$ cat src/rtl/alu_input_sequencer.sv
// alu_input_sequencer: turns one raw push-button and a switch bank into an
// ordered F -> A -> B write sequence for the ALU register decode.
// The button is synchronised and debounced, and each accepted press gives
// at most one write strobe. Illegal op codes are rejected with op_err, and
// completed operand sets are counted.
module alu_input_sequencer #(
    parameter int WIDTH     = 6,
    parameter int DB_CYCLES = 4,
    parameter int CNT_W     = 4
) (
    input  logic             clk,
    input  logic             rst,
    input  logic             btn,
    input  logic [WIDTH-1:0] sw,
    output logic             en,
    output logic [1:0]       sel,
    output logic [WIDTH-1:0] x,
    output logic [1:0]       stage,
    output logic             ready,
    output logic             op_err,
    output logic [CNT_W-1:0] op_count
);

    localparam int DBC_W = (DB_CYCLES > 2) ? $clog2(DB_CYCLES) : 1;
    localparam logic [DBC_W-1:0] DB_LAST = DBC_W'(DB_CYCLES - 1);

    typedef enum logic [1:0] {
        LOAD_F = 2'd0,
        LOAD_A = 2'd1,
        LOAD_B = 2'd2,
        DONE   = 2'd3
    } state_t;

    logic             r_sync1;
    logic             r_sync2;
    logic             r_btn_db;
    logic             r_btn_db_d;
    logic [DBC_W-1:0] r_db_cnt;
    state_t           r_state;
    logic             r_en;
    logic [1:0]       r_sel;
    logic [WIDTH-1:0] r_x;
    logic             r_op_err;
    logic [CNT_W-1:0] r_op_count;

    logic             w_press;
    state_t           w_state_nxt;
    logic             w_en_nxt;
    logic [1:0]       w_sel_nxt;
    logic             w_err_nxt;
    logic             w_cnt_inc;

    // Two-flop synchroniser for the asynchronous button
    always_ff @(posedge clk) begin
        if (rst) begin
            r_sync1 <= 1'b0;
            r_sync2 <= 1'b0;
        end else begin
            r_sync1 <= btn;
            r_sync2 <= r_sync1;
        end
    end

    // Debounce: the level follows btn_s only after DB_CYCLES consecutive mismatching edges
    always_ff @(posedge clk) begin
        if (rst) begin
            r_btn_db   <= 1'b0;
            r_btn_db_d <= 1'b0;
            r_db_cnt   <= '0;
        end else begin
            r_btn_db_d <= r_btn_db;
            if (r_sync2 == r_btn_db) begin
                r_db_cnt <= '0;
            end else if (r_db_cnt == DB_LAST) begin
                r_btn_db <= r_sync2;
                r_db_cnt <= '0;
            end else begin
                r_db_cnt <= r_db_cnt + DBC_W'(1);
            end
        end
    end

    assign w_press = r_btn_db & ~r_btn_db_d;

    // Load-stage state register
    always_ff @(posedge clk) begin
        if (rst) begin
            r_state <= LOAD_F;
        end else begin
            r_state <= w_state_nxt;
        end
    end

    // Next-state and next-strobe decode; only a press moves the sequence on
    always_comb begin
        w_state_nxt = r_state;
        w_en_nxt    = 1'b0;
        w_sel_nxt   = 2'b00;
        w_err_nxt   = 1'b0;
        w_cnt_inc   = 1'b0;
        if (w_press) begin
            unique case (r_state)
                LOAD_F: begin
                    if (sw[2:0] <= 3'b101) begin
                        w_en_nxt    = 1'b1;
                        w_sel_nxt   = 2'b00;
                        w_state_nxt = LOAD_A;
                    end else begin
                        w_err_nxt = 1'b1;
                    end
                end
                LOAD_A: begin
                    w_en_nxt    = 1'b1;
                    w_sel_nxt   = 2'b01;
                    w_state_nxt = LOAD_B;
                end
                LOAD_B: begin
                    w_en_nxt    = 1'b1;
                    w_sel_nxt   = 2'b10;
                    w_cnt_inc   = 1'b1;
                    w_state_nxt = DONE;
                end
                DONE: begin
                    w_state_nxt = LOAD_F;
                end
                default: begin
                    w_state_nxt = LOAD_F;
                end
            endcase
        end
    end

    // Registered strobes; sel and x hold their last written values between strobes
    always_ff @(posedge clk) begin
        if (rst) begin
            r_en       <= 1'b0;
            r_sel      <= 2'b00;
            r_x        <= '0;
            r_op_err   <= 1'b0;
            r_op_count <= '0;
        end else begin
            r_en     <= w_en_nxt;
            r_op_err <= w_err_nxt;
            if (w_en_nxt) begin
                r_sel <= w_sel_nxt;
                r_x   <= sw;
            end
            if (w_cnt_inc) begin
                r_op_count <= r_op_count + CNT_W'(1);
            end
        end
    end

    assign en       = r_en;
    assign sel      = r_sel;
    assign x        = r_x;
    assign op_err   = r_op_err;
    assign op_count = r_op_count;
    assign stage    = r_state;
    assign ready    = (r_state == DONE);

endmodule
$ cat config.mk
export PLATFORM = sky130hd
export DESIGN_NAME = alu_input_sequencer
export DESIGN_NICKNAME = d
export VERILOG_FILES = /design/src/rtl/alu_input_sequencer.sv
export SDC_FILE = /design/constraint.sdc
export NUM_CORES = 1
export LEC_CHECK = 0
export ABC_AREA = 1
export CORE_UTILIZATION = 50
export DETAILED_ROUTE_END_ITERATION = 6
export HOLD_SLACK_MARGIN = 0.08
export PLACE_DENSITY_LB_ADDON = 0.3
export SETUP_SLACK_MARGIN = 0.2
export SYNTH_ARGS = -nofsm -noshare
export SYNTH_HDL_FRONTEND = slang
export SYNTH_SLANG_ARGS = --single-unit
$ cat constraint.sdc
create_clock -name clk -period 4.4 [get_ports clk]
set_clock_uncertainty 0.1 [all_clocks]
set_input_delay 0.88 -clock clk [delete_from_list [all_inputs] [get_ports clk]]
set_output_delay 0.88 -clock clk [all_outputs]
set_load 0.01 [all_outputs]
==> qor.txt <==
status: finished clean
Post-Synth Simple-Gate Area: 0.266
CTS tree: built
Post-Synth XOR/XNOR Area: 0
max_slew headroom: 0.708
Syn Nets: 137
Least-Margin Pin Slew: 0.437 ns
FF+latch count, synth: 22
R2R Path Start: stage[0]
total congestion overflow: 0
slowest stage cell, crit path: clkdlybuf4s50_1
DR DRC count: 0
crit path from: stage[1]
Yosys warning count: 0
Area contributors post-synth: dfxtp_1 (44%), ha_1 (10%), a21oi_1 (7.1%), nor2_1 (6.4%), nand2_1 (6.0%)
HP Class: reg -> reg
power per standard cell area: 288 nW/um2
worst hold endpoint: r_sync2
Cells after Synth: 120
max-cap viol count: 0
Worst EP arrival: 1.62 ns
io pins: 26
critical path class: reg -> out
Num Clock Sinks: 22
Placed Instances: 167
Synth Area in Compound Gates: 0.107
final hold violations: 0
Overall Power: 373 uW
cts repair resizes: 0
cts hold-fix bufs: 0
largest net degree at the start of global routing: 18
DRT Wirelength: 1900 um
Placer Congestion: 0.757
share of layout cells above drive strength 1: 0.0616
Die Y: 46.6 um
Vias/cell: 4.92
CP Max Fanout: 5
hpwl dp: 1270 um
Initial Utilization: 0.551
Synth Area in Adders: 0.101
vias in the first global route: 670
mapped cell area: 993 um2
CTS root buffer: clkbuf_4
clk slew on worst S/H paths: 0.12 ns
Peak Freq: 384 MHz
Placed Instance Area: 1240 um2
mean post-synth cell area: 8.28 um2
nets: 164
total die area: 2170 um2
final core occ: 0.720
Clock Latency Late Sink: 0.31 ns
Final Non-Filler Cells: 171
Core ar.: 1800 um2
worst hold start: r_sync1
largest family of logic cells by synthesized area: simple AND/OR/NAND/NOR gates
critical path endpoint category: output pin
drt first-iter violations: 29
die width: 46.6 um
antenna violations before repair: 0
worst-path cell chain: ha_1, clkdlybuf4s50_1
number of buffers created by CTS: 3
first-pass GRT wire length: 2830 um
number of port buffers: 25
postcts setup bufs: 0
Layout area overhead: 30.6%
setup ws final: 1.80 ns
Max Slew Vio Count: 0
Reg2Reg Setup Slack: 2.72 ns
unrepaired setup endpoints after global routing: false
Critical Path Start Type: flip-flop
number of vias in the routed layout: 841
gr usage total: 0.192
Period Utilization, post-route: 0.591
worst vdd ir: 0.000184 V
Ant. Diodes: 0
Final min period: 2.60 ns
post-route ant nets: 0
Pleak: 0.519 nW
Seq/Total Area, Yosys: 0.443
multiplexer share of the synthesized area: 0
Crit path largest cell delay: 0.58 ns
Critical R2R Capture: x[0]
cell row count: 15
Max Root-Sink Buffers: 2
WP data required: 3.42 ns
post-synth cell types: 19
Hold Slack: 0.321 ns
setup TNS: 0 ns
Setup Viol. Count Final: 0
Synth area leader: dfxtp_1
Worst Reg2Reg Path Length in Cells: 7
finished layout cell area: 1300 um2
routed length per instance: 11.1 um
Initial DRT Pass Iterations: 4
pre-CTS WS: 2.15 ns
top cell type's share of synthesized area: 0.443
# H-tree levels: 1
hold depth: 2
==> critical path, delay by kind of cell (launching register included) <==
family / cells / cell delay (ns)
buffers and inverters: 1 / 0.58
DFF: 1 / 0.43
adders and majority gates: 1 / 0.30
==> placed cells by master, fill, tap and decap left out <==
cell type / netlist / final
ha_1: 8 / 8
a21oi_2: 1 / 1
clkdlybuf4s50_1: 0 / 25
nor3_1: 2 / 2
o211ai_1: 1 / 1
a21oi_1: 14 / 14
nand2_1: 16 / 16
nand4_1: 1 / 1
nand3b_1: 8 / 8
nand3_1: 5 / 5
nand2_2: 2 / 2
nor2_8: 1 / 1
nor2_1: 17 / 17
o21ai_0: 4 / 4
clkbuf_4: 0 / 3
bufinv_16: 0 / 1
nor2_2: 1 / 1
inv_1: 14 / 14
dfxtp_1: 22 / 22
==> how the worst max path moves through the flow <==
stage / end / slack (ns) / cells after the start
2_1_floorplan: ready / 2.67 / 1
3_3_place_gp: ready / 2.15 / 2
3_5_place_dp: ready / 2.15 / 2
4_1_cts: ready / 1.78 / 2
5_1_grt: ready / 1.73 / 2
6_report: ready / 1.80 / 2
==> metal layers <==
| metal | up-vias | global-route usage | wire length [um] |
|---|---|---|---|
| met3 | 4 | 0.0471 | 91 |
| met1 | 368 | 0.222 | 930 |
| met5 | - | 0 | 0 |
| met4 | 0 | 0.124 | 44 |
| met2 | 31 | 0.311 | 830 |
| li1 | 438 | - | - |
==> registers in the layout (all words and copies together), names as in the netlist <==
| name | cells |
|---|---|
| x | 6 |
| op_err | 1 |
| sel | 2 |
| r_db_cnt | 2 |
| r_sync1 | 1 |
| op_count | 4 |
| r_sync2 | 1 |
| r_btn_db_d | 1 |
| en | 1 |
| r_btn_db | 1 |
| stage | 2 |
==> cell type report <==
type                       instances  area [um2]
clock buffer                       3        22.5
clock inverter                     1        30.0
fill                             155         504
inverter                          14        52.6
multi-input combinational         81         470
sequential                        22         440
tap                               25        31.3
timing repair buffer              25         250
==> power by group <==
group	internal [mW]	total (mW)	switching [mW]	leakage (nW)
logic	0.00961	0.0189	0.00928	0.313
registers	0.200	0.201	0.000555	0.178
clock network	0.0922	0.154	0.0614	0.0279
==> logic make-up (layout without fill, tap and decap cells) <==
logic type / count (synthesis) / in the layout
AND/OR/NAND/NOR: 53 / 53
flip-flops: 22 / 22
AO/OA/AOI/OAI: 20 / 20
buffers and inverters: 17 / 43
adder cells (fa/ha/maj): 8 / 8
==> synth_stat cells <==
library cell	instances
o211ai_1	1
nor2_1	17
dfxtp_1	22
nand2_1	16
buf_6	1
o21ai_0	4
nor3_1	2
nor2_8	1
buf_2	1
nand3b_1	8
nor2_2	1
clkbuf_8	1
nand2_2	2
inv_1	14
a21oi_2	1
nand4_1	1
a21oi_1	14
ha_1	8
nand3_1	5
Power figures use the tool's default switching activity.
